==> config.mk <==
export PLATFORM = sky130hd
export DESIGN_NAME = rvc_asap_cr_ctrl_flat
export DESIGN_NICKNAME = d
export VERILOG_FILES = /design/src/rtl/rvc_asap_pkg.sv /design/src/rtl/rvc_asap_cr_ctrl_if.sv /design/src/rtl/rvc_asap_debounce.sv /design/src/rtl/rvc_asap_cr_ctrl.sv /design/src/flat_wrapper.sv
export SDC_FILE = /design/constraint.sdc
export NUM_CORES = 1
export LEC_CHECK = 0
export ABC_AREA = 0
export BUFFER_PORTS_ARGS = -buffer_cell sky130_fd_sc_hd__clkbuf_2
export CAP_MARGIN = 20
export CORE_ASPECT_RATIO = 2
export CORE_MARGIN = 2
export CORE_UTILIZATION = 46
export CTS_CLUSTER_SIZE = 30
export DETAILED_ROUTE_END_ITERATION = 10
export GPL_TIMING_DRIVEN = 0
export PLACE_DENSITY = 0.7
export RECOVER_POWER = 25
export SYNTH_ARGS = -nofsm -noshare
export SYNTH_HDL_FRONTEND = slang
export SYNTH_SLANG_ARGS = --single-unit
==> constraint.sdc <==
create_clock -name Clock -period 2.5 [get_ports Clock]
set_input_delay 0.5 -clock Clock [delete_from_list [all_inputs] [get_ports Clock]]
set_output_delay 0.5 -clock Clock [all_outputs]
set_load 0.02 [all_outputs]
==> src/rtl/rvc_asap_pkg.sv <==
// Shared constants and register-file types for the rvc_asap control-register block.
package rvc_asap_pkg;

    localparam logic [3:0]  CR_REGION     = 4'h7;
    localparam int unsigned CR_MAX_SEG7   = 16;
    localparam int unsigned CR_FIELD_W    = 32;

    localparam logic [11:0] CR_SEG7_BASE  = 12'h000;
    localparam logic [11:0] CR_LED        = 12'h040;
    localparam logic [11:0] CR_BTN_STATE  = 12'h044;
    localparam logic [11:0] CR_BTN_EVENT  = 12'h048;
    localparam logic [11:0] CR_BTN_IRQ_EN = 12'h04C;
    localparam logic [11:0] CR_SWITCH     = 12'h050;
    localparam logic [11:0] CR_CURSOR_H   = 12'h054;
    localparam logic [11:0] CR_CURSOR_V   = 12'h058;

    // Fields are sized for the largest configuration; the top masks them down to the real width.
    typedef struct packed {
        logic [CR_MAX_SEG7-1:0][7:0] seg7;
        logic [CR_FIELD_W-1:0]       led;
        logic [CR_FIELD_W-1:0]       btn_irq_en;
        logic [CR_FIELD_W-1:0]       cursor_h;
        logic [CR_FIELD_W-1:0]       cursor_v;
    } t_cr_rw;

    typedef struct packed {
        logic [CR_FIELD_W-1:0] btn_state;
        logic [CR_FIELD_W-1:0] sw;
    } t_cr_ro;

    localparam t_cr_rw CR_RW_RST = t_cr_rw'({{CR_MAX_SEG7{8'hFF}}, {(4*CR_FIELD_W){1'b0}}});

    function automatic logic [31:0] cr_byte_mask(input logic [3:0] be);
        for (int i = 0; i < 4; i++) cr_byte_mask[8*i +: 8] = {8{be[i]}};
    endfunction

    function automatic logic [31:0] cr_field_mask(input int unsigned width);
        cr_field_mask = (width >= 32) ? '1 : ((32'd1 << width) - 32'd1);
    endfunction

    function automatic logic [31:0] cr_merge(input logic [31:0] old_v, input logic [31:0] new_v,
                                             input logic [3:0] be, input int unsigned width);
        logic [31:0] m;
        m = cr_byte_mask(be);
        cr_merge = ((new_v & m) | (old_v & ~m)) & cr_field_mask(width);
    endfunction

endpackage

==> src/rtl/rvc_asap_cr_ctrl_if.sv <==
// Data-memory side bus between the rvc_asap core and the control-register block.
interface rvc_asap_cr_ctrl_if;
    logic [15:0] CrAddr;
    logic        CrWrEn;
    logic        CrRdEn;
    logic [3:0]  CrByteEn;
    logic [31:0] CrWrData;
    logic [31:0] CrRdData;

    modport master (output CrAddr, CrWrEn, CrRdEn, CrByteEn, CrWrData, input CrRdData);
    modport slave  (input CrAddr, CrWrEn, CrRdEn, CrByteEn, CrWrData, output CrRdData);
endinterface

==> src/rtl/rvc_asap_debounce.sv <==
// Per-button 2-flop synchroniser plus debounced state and rise pulse.
// RVC_ASAP_CR_DEBOUNCE_EN selects the stability counter; otherwise the state is one flop behind the synchroniser.
module rvc_asap_debounce #(
    parameter int DB_CNT_W = 16,
    parameter int DB_CYC   = 50000
) (
    input  logic Clock,
    input  logic RstN,
    input  logic raw,
    output logic state,
    output logic rise
);
    logic sync1, sync2;

    // NOTE: sequential state uses non-blocking assignments so every flop samples pre-edge values.
    always_ff @(posedge Clock or negedge RstN) begin
        if (!RstN) begin
            sync1 <= 1'b0;
            sync2 <= 1'b0;
        end else begin
            sync1 <= raw;
            sync2 <= sync1;
        end
    end

`ifdef RVC_ASAP_CR_DEBOUNCE_EN
    logic [DB_CNT_W-1:0] cnt;
    logic                accept;

    assign accept = (sync2 != state) && (cnt == DB_CNT_W'(DB_CYC - 1));
    assign rise   = accept & sync2;

    always_ff @(posedge Clock or negedge RstN) begin
        if (!RstN) begin
            cnt   <= '0;
            state <= 1'b0;
        end else begin
            if (sync2 == state || accept) cnt <= '0;
            else                          cnt <= cnt + DB_CNT_W'(1);
            if (accept) state <= sync2;
        end
    end
`else
    localparam int unused_db_cfg = DB_CYC + DB_CNT_W;

    assign rise = sync2 & ~state;

    always_ff @(posedge Clock or negedge RstN) begin
        if (!RstN) state <= 1'b0;
        else       state <= sync2;
    end
`endif

endmodule

==> src/rtl/rvc_asap_cr_ctrl.sv <==
// Parametrised control-register block: 7-seg, LED, cursor, button and switch registers at 0x7000.
// RVC_ASAP_CR_DEBOUNCE_EN enables the per-button debounce counters.
module rvc_asap_cr_ctrl
    import rvc_asap_pkg::*;
#(
    parameter int NUM_SEG7 = 6,
    parameter int LED_W    = 10,
    parameter int NUM_BTN  = 2,
    parameter int SW_W     = 10,
    parameter int DB_CNT_W = 16,
    parameter int DB_CYC   = 50000
) (
    input  logic                  Clock,
    input  logic                  RstN,
    rvc_asap_cr_ctrl_if.slave     cr,
    output logic [NUM_SEG7*8-1:0] Seg7,
    output logic [LED_W-1:0]      Led,
    output logic [31:0]           CursorH,
    output logic [31:0]           CursorV,
    input  logic [NUM_BTN-1:0]    ButtonIn,
    input  logic [SW_W-1:0]       SwitchIn,
    output logic                  BtnIrq
);
    t_cr_rw             cr_rw, rw_next;
    t_cr_ro             cr_ro;
    logic [NUM_BTN-1:0] btn_state, btn_rise, btn_event, ev_clr;
    logic [SW_W-1:0]    sw_s1, sw_s2;
    logic [31:0]        rd_val;
    logic [11:0]        offset;
    logic [3:0]         seg7_idx;
    logic               in_region, seg7_hit, unused_addr_lsb;

    assign in_region       = (cr.CrAddr[15:12] == CR_REGION);
    assign offset          = {cr.CrAddr[11:2], 2'b00};
    assign seg7_idx        = offset[5:2];
    assign seg7_hit        = (offset[11:6] == CR_SEG7_BASE[11:6]) && (int'(seg7_idx) < NUM_SEG7);
    assign unused_addr_lsb = ^cr.CrAddr[1:0];

    for (genvar b = 0; b < NUM_BTN; b++) begin : g_btn
        rvc_asap_debounce #(.DB_CNT_W(DB_CNT_W), .DB_CYC(DB_CYC)) u_db (
            .Clock (Clock),
            .RstN  (RstN),
            .raw   (ButtonIn[b]),
            .state (btn_state[b]),
            .rise  (btn_rise[b])
        );
    end

    // NOTE: every variable written here gets a default first so no latch is inferred.
    always_comb begin
        rw_next = cr_rw;
        ev_clr  = '0;
        if (cr.CrWrEn && in_region) begin
            if (seg7_hit) begin
                rw_next.seg7[seg7_idx] = 8'(cr_merge(32'(cr_rw.seg7[seg7_idx]), cr.CrWrData, cr.CrByteEn, 8));
            end else begin
                case (offset)
                    CR_LED:        rw_next.led        = cr_merge(cr_rw.led, cr.CrWrData, cr.CrByteEn, LED_W);
                    CR_BTN_IRQ_EN: rw_next.btn_irq_en = cr_merge(cr_rw.btn_irq_en, cr.CrWrData, cr.CrByteEn, NUM_BTN);
                    CR_CURSOR_H:   rw_next.cursor_h   = cr_merge(cr_rw.cursor_h, cr.CrWrData, cr.CrByteEn, 32);
                    CR_CURSOR_V:   rw_next.cursor_v   = cr_merge(cr_rw.cursor_v, cr.CrWrData, cr.CrByteEn, 32);
                    CR_BTN_EVENT:  ev_clr = NUM_BTN'(cr.CrWrData & cr_byte_mask(cr.CrByteEn));
                    default: ;
                endcase
            end
        end
    end

    always_comb begin
        cr_ro                        = '0;
        cr_ro.btn_state[NUM_BTN-1:0] = btn_state;
        cr_ro.sw[SW_W-1:0]           = sw_s2;
    end

    // Read mux sees pre-write state, so a same-cycle read/write returns the old value.
    always_comb begin
        rd_val = '0;
        if (in_region) begin
            if (seg7_hit) begin
                rd_val = 32'(cr_rw.seg7[seg7_idx]);
            end else begin
                case (offset)
                    CR_LED:        rd_val = cr_rw.led;
                    CR_BTN_STATE:  rd_val = cr_ro.btn_state;
                    CR_BTN_EVENT:  rd_val = 32'(btn_event);
                    CR_BTN_IRQ_EN: rd_val = cr_rw.btn_irq_en;
                    CR_SWITCH:     rd_val = cr_ro.sw;
                    CR_CURSOR_H:   rd_val = cr_rw.cursor_h;
                    CR_CURSOR_V:   rd_val = cr_rw.cursor_v;
                    default:       rd_val = '0;
                endcase
            end
        end
    end

    // NOTE: this is a handful of discrete registers, not a RAM, so all of it takes the reset values.
    always_ff @(posedge Clock or negedge RstN) begin
        if (!RstN) begin
            cr_rw       <= CR_RW_RST;
            btn_event   <= '0;
            BtnIrq      <= 1'b0;
            sw_s1       <= '0;
            sw_s2       <= '0;
            cr.CrRdData <= '0;
        end else begin
            cr_rw     <= rw_next;
            btn_event <= (btn_event & ~ev_clr) | btn_rise;
            BtnIrq    <= |(btn_event & cr_rw.btn_irq_en[NUM_BTN-1:0]);
            sw_s1     <= SwitchIn;
            sw_s2     <= sw_s1;
            if (cr.CrRdEn) cr.CrRdData <= rd_val;
        end
    end

    for (genvar i = 0; i < NUM_SEG7; i++) begin : g_seg7
        assign Seg7[8*i +: 8] = cr_rw.seg7[i];
    end

    assign Led     = cr_rw.led[LED_W-1:0];
    assign CursorH = cr_rw.cursor_h;
    assign CursorV = cr_rw.cursor_v;

endmodule

==> src/flat_wrapper.sv <==
// flat-port wrapper written by rule: the top's interface ports become plain ports
module rvc_asap_cr_ctrl_flat import rvc_asap_pkg::*;
#(
    parameter int NUM_SEG7 = 6,
    parameter int LED_W    = 10,
    parameter int NUM_BTN  = 2,
    parameter int SW_W     = 10,
    parameter int DB_CNT_W = 16,
    parameter int DB_CYC   = 50000
)
  (Clock, RstN, Seg7, Led, CursorH, CursorV, ButtonIn, SwitchIn, BtnIrq, cr_CrAddr, cr_CrWrEn, cr_CrRdEn, cr_CrByteEn, cr_CrWrData, cr_CrRdData);
  rvc_asap_cr_ctrl_if cr_i ();
  input  logic Clock;
  input  logic RstN;
  output logic [NUM_SEG7*8-1:0] Seg7;
  output logic [LED_W-1:0] Led;
  output logic [31:0] CursorH;
  output logic [31:0] CursorV;
  input  logic [NUM_BTN-1:0] ButtonIn;
  input  logic [SW_W-1:0] SwitchIn;
  output logic BtnIrq;
  input wire logic [$bits(cr_i.CrAddr)-1:0] cr_CrAddr;
  input wire logic [$bits(cr_i.CrWrEn)-1:0] cr_CrWrEn;
  input wire logic [$bits(cr_i.CrRdEn)-1:0] cr_CrRdEn;
  input wire logic [$bits(cr_i.CrByteEn)-1:0] cr_CrByteEn;
  input wire logic [$bits(cr_i.CrWrData)-1:0] cr_CrWrData;
  output wire logic [$bits(cr_i.CrRdData)-1:0] cr_CrRdData;
  assign cr_i.CrAddr = cr_CrAddr;
  assign cr_i.CrWrEn = cr_CrWrEn;
  assign cr_i.CrRdEn = cr_CrRdEn;
  assign cr_i.CrByteEn = cr_CrByteEn;
  assign cr_i.CrWrData = cr_CrWrData;
  assign cr_CrRdData = cr_i.CrRdData;
  rvc_asap_cr_ctrl #(.NUM_SEG7(NUM_SEG7), .LED_W(LED_W), .NUM_BTN(NUM_BTN), .SW_W(SW_W), .DB_CNT_W(DB_CNT_W), .DB_CYC(DB_CYC)) u_core (.Clock(Clock), .RstN(RstN), .cr(cr_i), .Seg7(Seg7), .Led(Led), .CursorH(CursorH), .CursorV(CursorV), .ButtonIn(ButtonIn), .SwitchIn(SwitchIn), .BtnIrq(BtnIrq));
endmodule
==> results of run 1 <==
Yosys cell counts (8+ instances only):
library cell and n:
sky130_fd_sc_hd__mux2_1 14, sky130_fd_sc_hd__mux4_2 20, sky130_fd_sc_hd__buf_2 13, sky130_fd_sc_hd__buf_4 124
sky130_fd_sc_hd__a22o_1 9, sky130_fd_sc_hd__nor2_1 12, sky130_fd_sc_hd__clkbuf_1 97, sky130_fd_sc_hd__o2bb2ai_1 25
sky130_fd_sc_hd__mux2_2 70, sky130_fd_sc_hd__dfrtp_1 137, sky130_fd_sc_hd__mux2i_1 37, sky130_fd_sc_hd__nor2b_1 9
sky130_fd_sc_hd__inv_1 12, sky130_fd_sc_hd__nand2_1 59, sky130_fd_sc_hd__dfstp_2 128, sky130_fd_sc_hd__a22oi_1 35
sky130_fd_sc_hd__o21ai_0 54, sky130_fd_sc_hd__nor3_1 8
path summary, 6_finish.rpt:
check                                                     start                              endpoint  slack (ns)  cells after the start
min in group asynchronous                                  RstN    u_core.cr.CrRdData[26]$_DFFE_PN0P_        0.58                      1
hold / removal                                      SwitchIn[0]             u_core.sw_s1[0]$_DFF_PN0_        0.07                      1
setup / recovery                                   cr_CrAddr[5]                             flip-flop        0.04                      7
max in group asynchronous                                  RstN         u_core.cr_rw[233]$_DFFE_PN1P_        0.56                      2
hold reg to reg            u_core.g_btn[1].u_db.sync1$_DFF_PN0_  u_core.g_btn[1].u_db.sync2$_DFF_PN0_        0.35                      0
setup reg to reg                    u_core.Seg7[41]$_DFFE_PN1P_           u_core.Seg7[33]$_DFFE_PN1P_        0.45                      5
routing by layer:
metal,wire length [um],global-route usage (%),part of all wire (%)
met1,11000,24.8,36
met2,16900,42.3,55
met3,1670,3.94,5.4
met4,1130,9.26,3.7
met5,0,0,0
repair_timing:
| action | CTS | global route |
|---|---|---|
| gates resized for setup | 19 | 7 |
| setup buffers | 5 | 7 |
| endpoints found under the setup margin | 69 | 73 |
| pin swaps | 2 | 4 |
| hold buffers | 0 | 0 |
critical path, cell delays in order:
cell and delay (ns):
sky130_fd_sc_hd__clkbuf_2 0.15, sky130_fd_sc_hd__or4_1 0.62, sky130_fd_sc_hd__buf_4 0.23, sky130_fd_sc_hd__o311ai_4 0.44, sky130_fd_sc_hd__nor2_1 0.24, sky130_fd_sc_hd__nand2_2 0.29, sky130_fd_sc_hd__mux2_2 0.37
through the flow:
stage	area [um2]	power, mW	TNS (ns)	hold slack (ns)
2_1_floorplan	11900	4.56	0	0.204
3_3_place_gp	13400	4.79	-963.93	0.334
3_5_place_dp	13500	4.81	-88.23	0.337
4_1_cts	14400	8.78	0	0.0275
5_1_grt	14500	8.98	0	0.0594
6_report	14500	8.69	0	0.0668
power by group through the flow:
| stage | Combinational [mW] | Sequential (mW) | Clock [mW] |
|---|---|---|---|
| 2_1_floorplan | 0.158 | 4.40 | 0 |
| 3_3_place_gp | 0.383 | 4.40 | 0 |
| 3_5_place_dp | 0.403 | 4.40 | 0 |
| 4_1_cts | 0.418 | 4.33 | 4.03 |
| 5_1_grt | 0.453 | 4.33 | 4.20 |
| 6_report | 0.416 | 4.33 | 3.95 |
logic make-up (layout without fill, tap and decap cells):
kind of cell,Yosys count,in the layout,synth area share (%)
AO/OA/AOI/OAI,162,162,9.81
buffers and inverters,252,529,12.0
flip-flops,265,265,57.2
multiplexers,141,141,14.9
AND/OR/NAND/NOR,132,132,6.14
final cells by class:
class,count,share of cell area (%)
clock buffer,34,5.41
sequential,265,46.8
buffer,240,9.61
timing repair buffer,232,8.50
multi-input combinational,435,25.8
inverter,12,0.310
clock inverter,11,0.604
tap,340,2.93
==> impl_summary.md, run 1 <==
Clocking
The clock latency of the later-clocked register in the worst-skew pair is between 0.5 and 0.6 ns. The H-tree level count is 1. The total clock sinks is approximately 270. TritonCTS built the clock tree.

The number of buffers created by CTS is 25. The maximum clock path buffer count is 3. The clock-pin slew of the registers on the worst-case setup and hold paths is 0.07 ns. The clock root buffer is sky130_fd_sc_hd__clkbuf_16.

Route
The count of unresolved DRC violations after routing is 0. Once detail routing completed, the nets flagged for antenna violations numbered 0. The initial detailed-routing violation count is 536. The number of detailed-routing iterations run before antenna repair is 5. The routed wire length is 30600 um.

The vias per cell is 5.22. The overall via count from detail_route is just over 8000. The mean routed wirelength per cell is between 15 and 20 um.

Worst setup path
Of all nets on the critical path, the largest fanout is 10. STA puts the critical path data required time at roughly 2.9 ns. STA classifies the critical path endpoint as a flip-flop. The category of the most critical setup path is in -> reg. The worst endpoint data arrival time is 2.85 ns. The startpoint type of the worst setup path is an input pin.

Place
The congestion estimate from routability-driven global placement came to between 0.8 and 0.9. The worst slack at placement is -1.10 ns. The number of I/O port buffers is around 220. The half-perimeter wire length after placement is approximately 23000 um. The number of cells in the design after placement is approximately 1500.

Timing
The time the worst path needs with I/O delays and setup is 2.46 ns. The slew at the pin closest to its max-slew limit is approximately 2.2 ns. The fraction of the cycle the final worst path needs is 98.3%. Setup repair after global routing left no endpoint under its margin. The highest achievable clock rate is 407 MHz. Setup slack closes at 0.0429 ns. In this run the tightest slew margin relative to its limit is -44.4%. The clock skew after layout is 0.0254 ns. The number of hold-slack violations in the final timing report is 0. The number of setup violations in the final report is 0. The number of max-slew violations in the final report is 81.

Logic synthesis
Counting every instance in the synthesized netlist gives around 950. After synthesis, the mean cell area works out to approximately 12 um2. Counting every net in the synthesized netlist gives 1020. Counting flops and latches in the post-synthesis netlist gives about 270. For this run, asynchronously set or reset flops after synthesis account for 100%.

In this run the cell area of the synthesized design comes to approximately 12000 um2. By area the synthesized netlist is led by sky130_fd_sc_hd__dfrtp_1 (29%), sky130_fd_sc_hd__dfstp_2 (28%), sky130_fd_sc_hd__buf_4 (7.8%), sky130_fd_sc_hd__mux2_2 (6.6%), sky130_fd_sc_hd__mux4_2 (3.8%). Counting flops with a built-in enable in the synthesized netlist gives 0. After synthesis, the largest area contributor takes up between 20 and 30% of total cell area. During synthesis, Yosys emitted a total of 0 warnings. Synthesis instantiated 50 different standard cells from the library. The share of the Yosys chip area taken by registers is 57.2%. Of all cell types, the one taking the most synthesized area is sky130_fd_sc_hd__dfrtp_1.

The top flip-flop cell by instance count after synthesis is sky130_fd_sc_hd__dfrtp_1.

Cells and area
The register cell area after layout is around 6800 um2. The utilization after layout is a little under three fifths. Leaving out fill and tap cells, the most frequent cells in the layout are sky130_fd_sc_hd__clkbuf_2 (216), sky130_fd_sc_hd__buf_4 (138), sky130_fd_sc_hd__dfrtp_1 (137). The signed area change from the synthesized netlist to the final layout is 22.1%.

The repair_antennas step left the layout with diodes totalling 0. The net count of the finished layout is 1279. The proportion of layout cells with a drive suffix above 1 is about 53%. The filler cell count is 2201.

The leading cell type in the layout, fill and taps excluded is sky130_fd_sc_hd__clkbuf_2. The count of non-filler cells in the finished layout is 1569. The area of the multi-input gates is approximately 3700 um2.

Power
Net switching is roughly 22% of the power. The leakage dissipation is a little under 7 nW. The power density normalized to cell area is between 500 and 600 nW/um2. Of the total power, the clock network draws 45.4%. The worst-case vdd ir drop is ~0.00059 V. The sequential cell fraction of total power is approximately half. Summed over all nets, the switching power comes to between 1.5 and 2 mW.

Cell internal power was estimated by the tool at between 6 and 7 mW. Combinational cells account for 4.8% of the total power.

Global route
Summed over all layers, the global routing overflow is 0. The largest net degree at the start of global routing is between 90 and 100. The first-pass GRT wire length is about 48000 um. The initial antenna violation count is 0. The total global routing track utilization is 22.5%. The number of global-route vias before repair is between 8000 and 9000.

Worst hold path
The worst hold path belongs to the class in -> reg.

Die
The core footprint is 25500 um2. The floorplan row count is 83. The y dimension of the die is 231 um. The floorplan step set the die width to approximately 120 um. 223 I/O pins were placed.

For this configuration, the core starts out at a cell density of a little under half. The die covers 27200 um2.

Run status
The checks that failed: max-capacitance violations, max-slew violations. The flow ran to the end, but the final reports show violations.

Job
Max-cap violations in this run came to 1.
Power figures use the tool's default switching activity.
==> inputs of run 2 (changes only) <==
CORE_UTILIZATION = 25   (was 46)
PLACE_DENSITY = 0.44   (was 0.7)
==> impl_summary.md, run 2 (synthesis gave the netlist of run 1 again) <==
Run status
Status: finished with violations (unchanged). Violations in the final reports: max-capacitance violations, max-slew violations (unchanged).

Timing
Setup repair after global routing missed its margin: true (was false). The worst hold-check slack is 0.0552 ns (was 0.0668 ns). The final worst slack is 0.0642 ns (was 0.0429 ns). The clock skew after layout came to 0.0204 ns (was 0.0254 ns).

The number of max-slew violations in the final report is 59 (was 81). The highest achievable clock rate was 411 MHz (was 407 MHz). The number of hold-slack violations in the final timing report came to 0 (unchanged).

The normalized max-slew margin is -4.56% (was -44.4%). The slew at the pin closest to its max-slew limit is 1.57 ns (was 2.17 ns). The setup TNS is 0 ns (unchanged). The fraction of the cycle the final worst path needs is 97.4% (was 98.3%).

The time the worst path needs with I/O delays and setup came to 2.44 ns (was 2.46 ns). The number of setup violations in the final report is 0 (unchanged).

Clocking
The clock-pin slew of the registers on the worst-case setup and hold paths was 0.06 ns (was 0.07 ns). The clock tree from TritonCTS is done (unchanged). The H-tree level count is 1 (unchanged). The number of buffers created by CTS is 27 (was 25). The clock latency of the later-clocked register in the worst-skew pair is 0.55 ns (was 0.53 ns). The clock root buffer is sky130_fd_sc_hd__clkbuf_16 (unchanged). The maximum clock path buffer count was 3 (unchanged).

The total clock sinks is 265 (unchanged).

Worst setup path
The largest delay contributor family on the critical path was simple AND/OR/NAND/NOR gates (unchanged). The total buffers and inverters traversed by the critical path is 3 (was 2). The worst endpoint data arrival time was 2.90 ns (was 2.85 ns).

The largest fanout on the critical path is 10 (unchanged). The startpoint type of the worst setup path was an input pin (unchanged). The sort of element at the end of the critical path is a flip-flop (unchanged). The highest cell delay on the worst timing path is 0.60 ns (was 0.62 ns).

The category of the most critical setup path is in -> reg (unchanged). Cell Chain, Critical Path: clkbuf_2 > or4_1 > buf_4 > nor4_4 > nand3_1 > clkbuf_1 > o21ai_0 (was clkbuf_2 > or4_1 > buf_4 > o311ai_4 > nor2_1 > nand2_2 > mux2_2). The cell with the biggest individual delay on the critical path was sky130_fd_sc_hd__or4_1 (unchanged). The critical path data required time was 2.97 ns (was 2.90 ns).

Worst hold path
The path class of the lowest-slack min-delay path is in -> reg (unchanged).

Place
The half-perimeter wire length after placement was 26400 um (was 23200 um). The number of I/O port buffers is 217 (unchanged). The global placement routability congestion came to 0.820 (was 0.896). The number of cells in the design after placement is 1803 (was 1511). The worst slack at placement is -1.11 ns (was -1.10 ns).

Die
The effective utilization at floorplan is 25.2% (was 46.5%). The y dimension of the die is 312 um (was 231 um). The area enclosed by the die boundary came to 49400 um2 (was 27200 um2). The I/O pin total is 223 (unchanged). The floorplan row count is 113 (was 83).

The floorplan die width came to 158 um (was 118 um). The core footprint is 47200 um2 (was 25500 um2).

Power
The leakage dissipation was 6.92 nW (was 6.87 nW). The worst-case vdd ir drop is 0.000473 V (was 0.000586 V). The power density normalized to cell area is 620 nW/um2 (was 599 nW/um2). The total power draw is 9.30 mW (was 8.69 mW).

Route
The overall via count from detail_route is 8123 (was 8186). The initial detailed-routing violation count is 490 (was 536). The count of unresolved DRC violations after routing is 0 (unchanged). The residual antenna-violating net count after detailed routing is 0 (unchanged). The number of detailed-routing iterations run before antenna repair is 5 (unchanged).

The vias per cell is 4.36 (was 5.22). The routed wire length is 35500 um (was 30600 um). The mean routed wirelength per cell was 19.1 um (was 19.5 um).

Job
The number of violations of the max-capacitance limit is 1 (unchanged).

Cells and area
The count of non-filler cells in the finished layout is 1863 (was 1569). The signed area change from the synthesized netlist to the final layout is 26.3% (was 22.1%). The antenna diode count is 0 (unchanged).

The proportion of layout cells with a drive suffix above 1 is 53.0% (about the same). Commonest cells after routing, fill and taps aside: sky130_fd_sc_hd__clkbuf_2 (219), sky130_fd_sc_hd__dfrtp_1 (137), sky130_fd_sc_hd__buf_4 (134) (was sky130_fd_sc_hd__clkbuf_2 (216), sky130_fd_sc_hd__buf_4 (138), sky130_fd_sc_hd__dfrtp_1 (137)). The filler cell count was 4873 (was 2201). The final layout net count is 1279 (unchanged). The leading cell type in the layout, fill and taps excluded is sky130_fd_sc_hd__clkbuf_2 (unchanged).

Global route
The total global routing track utilization is 14.4% (was 22.5%). The initial antenna violation count is 1 (was 0). The number of global-route vias before repair is 8588 (was 8373). The largest net degree at the start of global routing was 112 (was 97).

The first-pass GRT wire length is 53900 um (was 47700 um). The remaining global-route overflow is 0 (unchanged).
-- run 2: worst paths after layout --
kind / start / end / slack [ns] / depth (start not counted)
hold / removal: SwitchIn[7] / u_core.sw_s1[7]$_DFF_PN0_ / 0.06 / 1
hold reg to reg: u_core.sw_s1[8]$_DFF_PN0_ / u_core.sw_s2[8]$_DFF_PN0_ / 0.35 / 0
max in group asynchronous: RstN / u_core.cr.CrRdData[22]$_DFFE_PN0P_ / 0.29 / 3
setup / recovery: cr_CrAddr[5] / u_core.Seg7[10]$_DFFE_PN1P_ / 0.06 / 7
setup reg to reg: u_core.Seg7[33]$_DFFE_PN1P_ / u_core.Seg7[25]$_DFFE_PN1P_ / 0.58 / 5
min in group asynchronous: RstN / u_core.cr.CrRdData[4]$_DFFE_PN0P_ / 0.92 / 2
-- run 2: worst reg2reg max path, stage by stage (launching register included) --
cell and delay (ns):
sky130_fd_sc_hd__dfstp_2 0.38, sky130_fd_sc_hd__mux4_2 0.48, sky130_fd_sc_hd__mux2i_1 0.26, sky130_fd_sc_hd__o21ai_0 0.15
sky130_fd_sc_hd__o22ai_2 0.38, sky130_fd_sc_hd__o21ai_0 0.17
-- run 2: final cells by class --
cell class	instances	area, um2	share of cell area (%)
flip-flops and latches	265	6790	45.3
multi-input cells	435	3740	24.9
plain buffers	240	1390	9.29
repair buffers	230	1250	8.36
well taps	632	791	5.27
clock buffers	30	707	4.71
clock inverters	19	284	1.89
inverters	12	45.0	0.300
-- run 2: where the power goes --
group          internal, mW  switching [mW]
registers              4.32         0.00841
clock network          2.77            1.79
logic                 0.125           0.294
total                  7.21            2.09
-- run 2: repair_timing --
action | CTS | global route
buffers inserted | 6 | 4
pin swaps | 4 | 2
hold endpoints to repair | 2 | 0
hold buffers | 1 | 0
endpoints found under the setup margin | 77 | 84
gates resized for setup | 16 | 11
-- run 2: routing by layer --
layer / vias up / routed length (um) / GRT usage [%]
met5: - / 0 / 0
met4: 0 / 1070 / 4.77
met3: 46 / 2010 / 2.57
met2: 282 / 16700 / 23.5
met1: 4092 / 15700 / 19.3
li1: 3703 / - / -
-- run 2: through the flow --
stage / utilization [%] / cell area [um2]
CTS: 31.7 / 15000
floorplan: - / 11900
global placement: 29.1 / 13800
detailed placement: 29.3 / 13800
global route: 31.8 / 15000
finish: 31.8 / 15000
